$ cat src/rtl/keygen_pkg.sv
// Shared types and constants for the parametrised Galois-LFSR key generator.
package keygen_pkg;

  typedef enum logic [1:0] {
    IDLE = 2'd0,
    WARM = 2'd1,
    RUN  = 2'd2
  } keygen_state_e;

  localparam logic [31:0]  POLY_32         = 32'h0040_0006;
  localparam logic [31:0]  DEFAULT_SEED_32 = 32'h0000_0001;
  // x^128 + x^29 + x^27 + x^2 + 1, the tap set of the fixed 128-bit generator
  localparam logic [127:0] LEGACY_POLY_128 = 128'h0000_0000_0000_0000_0000_0000_2800_0004;

  function automatic int unsigned ceil_div(input int unsigned num, input int unsigned den);
    return (num + den - 1) / den;
  endfunction

endpackage

$ cat src/rtl/lfsr_galois_step.sv
// One combinational Galois LFSR advance: feedback from the MSB into every tapped bit.
module lfsr_galois_step #(
  parameter int unsigned           WIDTH = 32,
  parameter logic [WIDTH-1:0]      POLY  = 32'h0040_0006
) (
  input  logic [WIDTH-1:0] in_state,
  output logic [WIDTH-1:0] out_state
);

  logic fb;

  always_comb begin
    fb           = in_state[WIDTH-1];
    out_state    = '0;
    out_state[0] = fb;
    for (int unsigned i = 1; i < WIDTH; i++) begin
      out_state[i] = in_state[i-1] ^ (POLY[i] & fb);
    end
  end

endmodule

$ cat src/rtl/lfsr_keygen_param.sv
// Parametrised LFSR key generator with zero-seed protection and a valid/ready key port.
// Optional warm-up phase enabled by defining KEYGEN_WARMUP_EN.
module lfsr_keygen_param
  import keygen_pkg::*;
#(
  parameter int unsigned      WIDTH        = 32,
  parameter logic [WIDTH-1:0] POLY         = POLY_32,
  parameter int unsigned      STEP         = 1,
  parameter int unsigned      KEY_W        = 32,
  parameter logic [WIDTH-1:0] DEFAULT_SEED = DEFAULT_SEED_32,
  parameter int unsigned      WARMUP       = 64
) (
  input  logic              in_clk,
  input  logic              in_rst_n,
  input  logic              in_stop,
  input  logic              in_wr_seed,
  input  logic [WIDTH-1:0]  in_seed,
  input  logic              in_key_ready,
  output logic [WIDTH-1:0]  out_LFSR,
  output logic [KEY_W-1:0]  out_key,
  output logic              out_key_valid,
  output logic              out_seeded,
  output logic              out_seed_err
);

  localparam int unsigned FRESH    = ceil_div(KEY_W, STEP);
  localparam int unsigned FRESH_CW = $clog2(FRESH + 1);
  localparam logic [FRESH_CW-1:0] FRESH_MAX = FRESH_CW'(FRESH);

  keygen_state_e        state;
  logic [WIDTH-1:0]     lfsr;
  logic [FRESH_CW-1:0]  fresh_cnt;
  logic [FRESH_CW-1:0]  fresh_inc;
  logic [WIDTH-1:0]     chain [STEP+1];
  logic                 seed_zero;
  logic                 handshake;
  logic                 advance;

`ifdef KEYGEN_WARMUP_EN
  localparam int unsigned WARM_CW = $clog2(WARMUP + STEP + 1);
  logic [WARM_CW-1:0] warm_cnt;
  logic [WARM_CW-1:0] warm_sum;
  assign warm_sum = warm_cnt + WARM_CW'(STEP);
`endif

  // STEP single advances chained combinationally
  assign chain[0] = lfsr;
  for (genvar g = 0; g < STEP; g++) begin : g_step
    lfsr_galois_step #(
      .WIDTH (WIDTH),
      .POLY  (POLY)
    ) u_step (
      .in_state  (chain[g]),
      .out_state (chain[g+1])
    );
  end

  assign seed_zero  = (in_seed == '0);
  assign handshake  = out_key_valid & in_key_ready;
  assign advance    = !in_stop && (state != IDLE);
  assign fresh_inc  = fresh_cnt + 1'b1;

  assign out_LFSR   = lfsr;
  assign out_seeded = (state != IDLE);

  always_ff @(posedge in_clk or negedge in_rst_n) begin
    if (!in_rst_n) begin
      state         <= IDLE;
      lfsr          <= '0;
      fresh_cnt     <= '0;
      out_key       <= '0;
      out_key_valid <= 1'b0;
      out_seed_err  <= 1'b0;
`ifdef KEYGEN_WARMUP_EN
      warm_cnt      <= '0;
`endif
    end else if (in_wr_seed) begin
      lfsr          <= seed_zero ? DEFAULT_SEED : in_seed;
      out_seed_err  <= seed_zero;
      fresh_cnt     <= '0;
      out_key_valid <= 1'b0;
`ifdef KEYGEN_WARMUP_EN
      warm_cnt      <= '0;
      // A zero-length warm-up would otherwise cost one spurious edge in WARM
      state         <= (WARMUP == 0) ? RUN : WARM;
`else
      state         <= RUN;
`endif
    end else begin
      out_seed_err <= 1'b0;
      if (handshake) begin
        out_key_valid <= 1'b0;
        fresh_cnt     <= '0;
      end
      if (advance) begin
        lfsr <= chain[STEP];
        case (state)
`ifdef KEYGEN_WARMUP_EN
          WARM: begin
            warm_cnt <= warm_sum;
            if (warm_sum >= WARM_CW'(WARMUP)) state <= RUN;
          end
`endif
          RUN: begin
            if (!handshake && (fresh_cnt != FRESH_MAX)) begin
              fresh_cnt <= fresh_inc;
              if ((fresh_inc == FRESH_MAX) && !out_key_valid) begin
                out_key       <= chain[STEP][KEY_W-1:0];
                out_key_valid <= 1'b1;
              end
            end
          end
          default: ;
        endcase
      end
    end
  end

endmodule
$ cat config.mk
export PLATFORM = sky130hd
export DESIGN_NAME = lfsr_keygen_param
export DESIGN_NICKNAME = d
export VERILOG_FILES = /design/src/rtl/keygen_pkg.sv /design/src/rtl/lfsr_galois_step.sv /design/src/rtl/lfsr_keygen_param.sv
export SDC_FILE = /design/constraint.sdc
export NUM_CORES = 1
export LEC_CHECK = 0
export BUFFER_PORTS_ARGS = -buffer_cell sky130_fd_sc_hd__buf_2
export CAP_MARGIN = 20
export CORE_MARGIN = 2
export CORE_UTILIZATION = 28
export DETAILED_ROUTE_END_ITERATION = 6
export PLACE_DENSITY = 0.56
export SKIP_CTS_REPAIR_TIMING = 1
export SYNTH_ARGS = -nofsm -noshare
export SYNTH_HDL_FRONTEND = slang
export SYNTH_SLANG_ARGS = --single-unit
$ cat constraint.sdc
create_clock -name in_clk -period 2.56 [get_ports in_clk]
set_clock_uncertainty 0.15 [all_clocks]
set_input_delay 0.256 -clock in_clk [delete_from_list [all_inputs] [get_ports in_clk]]
set_output_delay 0.256 -clock in_clk [all_outputs]
set_load 0.02 [all_outputs]
==> results.txt <==
- On the final layout, the worst hold slack is -0.0706 ns.
- Launch instance of the worst register-to-register path: fresh_cnt[0]$_DFF_PN0_
- In the detailed route, the total length drawn on met3 is 498 µm.
- Failing checks: negative hold slack
- Starting Density: 28.8%
- Leak pwr: 2.33 nW
- Post-route setup slack: about 0.11 ns
- Final nets: between 400 and 500
- Cells fill 34.5% of the core in the end.
* All-Layer GR Usage: about an eighth
- Inserted Clock Buffers: 9
- Async set-or-reset flop fraction in the synthesized netlist: 100%
- CTS tree: built
- Adding up every negative setup slack in the final design gives 0 ns.
* Depth of the CTS H-tree: 3
* Count of warnings emitted by yosys: 0
- Relative slew slack: 37.0%
- The worst setup path is captured at a flip-flop.
- Area of the core: about 13000 µm²
* Count of antenna diodes in the layout: 0
- After clock tree synthesis, the clock-pin slew on the worst setup and hold paths is roughly 0.06 ns.
* Antenna violations before repair: 1
- Wire segments on met2 add up to between 3000 and 4000 µm in the final route.
- Synthesized area per cell: 11.7 µm²
- Dividing the detail-routed wire length by the instance count gives 14.8 µm.
- The worst register-to-register path ends at out_key[5]$_DFFE_PN0P_.
- STA classifies the critical path startpoint as a flip-flop.
- Run status: complete, but fails checks
- Minimum setup slack among reg-to-reg paths: 0.11 ns
- Die Width: 118 µm
- Maximum number of pins on one net before global-route repair: 74
- Total Die Area: 14000 µm²
* Clock latency on the worst-skew pair: ~0.33 ns
* Crit-path max FO: 17
- Arr. time, crit path: between 2 and 3 ns
- Remaining antenna violation count after routing: 0
* Areal power density over the cells: 659 nW/µm²
- Wires add up to 8270 µm.
- For this run, the detailed router's first-pass iteration total came to 4.
- Sequential elements use 50.0% of the synthesized area.
- DRC marker count from the first detailed-route iteration: approximately 120
- In the final routing, the length of wire on met1 measures 3940 µm.
* Flip-flop cell with the highest count after synthesis: sky130_fd_sc_hd__dfrtp_1
* Classification of the worst setup path: flip-flop to flip-flop
- Synthesis inferred 73 register bits.
- The detailed router placed 2508 vias in this run.
- Worst Tran Pin Value: 0.945 ns
- At the end of routability-driven placement, the weighted congestion stood at 0.817.
- Setup violations remaining at the end of the flow were counted as 0.
- 104 I/O pins were placed.
- In the final layout, the share of cells above drive strength 1 is 41.7%.
- Via density per instance: 4.49
- Most common library cell in the layout ignoring fill and taps: sky130_fd_sc_hd__buf_2
* Post-synth net total: 352
- Global route overflow: 0
- The floorplan has 41 rows.
* Peak VDD IR: 0.000249 V
* Clock sinks: 73
* Top layer in use: met5
* Fin. Hold Viols: 74
- Yosys mapped a number of flops with a built-in enable equal to 0.
- Summed over all nets, the half-perimeter wirelength after detailed placement is between 5000 and 6000 µm.
* Clock Tree Buf Depth: 2
* Area of the mapped netlist: 3650 µm²
- The number of max-slew violations in the final report is 0.
- The path class of the tightest hold or removal check is input pin to async pin.
- Worst EP required: 2.62 ns
* RSZ-0062 raised after global routing: no
* Count of unresolved DRC violations after routing: 0
- Synth Instances: 312
- The top cell types in the final layout, fill and taps aside, are sky130_fd_sc_hd__buf_2 (102), sky130_fd_sc_hd__dfrtp_1 (72), sky130_fd_sc_hd__nand2_1 (36).
* Clock period minus worst slack: 2.45 ns
* First-pass GRT wire length: 13600 µm
- The via count of the first global-routing pass was 2522.
- The final critical path takes up 95.7% of the cycle.
* Area growth, synth to finish: 19.7%
* Worst-case setup slack after placement: about 0.11 ns
- Highest Clock Rate: between 400 and 500 MHz
- Depth of the worst register-to-register path: 6
- Input and output buffers added on the ports amount to slightly above 100.
- From bottom edge to top edge, the die measures 118 µm.
- In this run, distinct cell masters in the synthesized netlist total 34.
- Max cap viols: 0
* Clock Tree Root: sky130_fd_sc_hd__clkbuf_16
==> metal layers <==
layer,vias to the layer above,track usage (%)
li1,1181,-
met4,2,4.82
met3,14,4.15
met1,1237,16.6
met5,-,0
met2,74,18.5
==> critical path: stages (launching register included) <==
cell and delay, ns:
sky130_fd_sc_hd__dfrtp_1 0.42, sky130_fd_sc_hd__ha_1 0.17, sky130_fd_sc_hd__or3b_1 0.35, sky130_fd_sc_hd__a211o_2 0.27, sky130_fd_sc_hd__a2111o_2 0.38, sky130_fd_sc_hd__buf_4 0.25
sky130_fd_sc_hd__mux2_4 0.33
==> cells in the mapped netlist (6+ instances only) <==
cell type	number	share of area [%]
sky130_fd_sc_hd__dfrtp_1	73	50
sky130_fd_sc_hd__nand2_1	36	3.7
sky130_fd_sc_hd__o21ai_0	34	4.7
sky130_fd_sc_hd__buf_4	32	6.6
sky130_fd_sc_hd__mux2i_1	32	8.8
sky130_fd_sc_hd__mux2_4	26	11
sky130_fd_sc_hd__clkbuf_1	10	1.0
sky130_fd_sc_hd__nor2_1	7	0.72
sky130_fd_sc_hd__nor4_1	7	1.2
sky130_fd_sc_hd__inv_1	6	0.62
sky130_fd_sc_hd__mux2_2	6	1.8
sky130_fd_sc_hd__xnor2_1	6	1.4
==> cells by family (layout without fill, tap and decap cells) <==
family          Yosys count  count (layout)  share of synthesized area, %
simple gates             66              66                          8.36
mux                      64              64                          21.3
compound gates           41              41                          6.34
fa+ha+maj                 3               3                          1.03
flops                    73              73                          50.0
xor+xnor                 10              10                          2.40
buf+inv                  55             129                          10.6
==> flip-flops by register name, summed over array words and instances, names as in the netlist <==
| register | cells |
|---|---|
| out_key_valid | 1 |
| out_LFSR | 32 |
| out_seed_err | 1 |
| state | 1 |
| out_key | 32 |
| fresh_cnt | 6 |
==> layout make-up <==
cell class	instances	area (µm²)
Tap cell	172	215
Sequential cell	73	1830
Fill cell	1297	8300
Inverter	6	22.5
Clock buffer	11	243
Clock inverter	5	55.1
Multi-Input combinational cell	184	1450
Timing Repair Buffer	107	561
==> metrics by stage <==
step           std cells  area (µm²)  power (mW)
3_3_place_gp         542        4070        1.65
6_report             558        4370        2.88
5_1_grt              558        4370        3.03
3_5_place_dp         542        4070        1.65
4_1_cts              558        4370        2.94
2_1_floorplan        312        3650        1.57
==> how the worst max path moves through the flow <==
stage / to / slack [ns] / from / cells past startpoint
global route: out_key[27]$_DFFE_PN0P_ / 0.004 / fresh_cnt[0]$_DFF_PN0_ / 6
finish: out_key[5]$_DFFE_PN0P_ / 0.11 / fresh_cnt[0]$_DFF_PN0_ / 6
floorplan: out_key[10]$_DFFE_PN0P_ / 0.29 / fresh_cnt[1]$_DFF_PN0_ / 7
CTS: out_key[26]$_DFFE_PN0P_ / 0.08 / fresh_cnt[1]$_DFF_PN0_ / 6
global placement: out_key[27]$_DFFE_PN0P_ / 0.15 / fresh_cnt[1]$_DFF_PN0_ / 6
detailed placement: out_key[26]$_DFFE_PN0P_ / 0.11 / fresh_cnt[1]$_DFF_PN0_ / 6
==> power breakdown <==
part,switching (mW),internal [mW]
sequential,0.0740,1.21
clock,0.477,0.778
combinational,0.208,0.131
total,0.760,2.12
(Power assumes the default switching activity.)
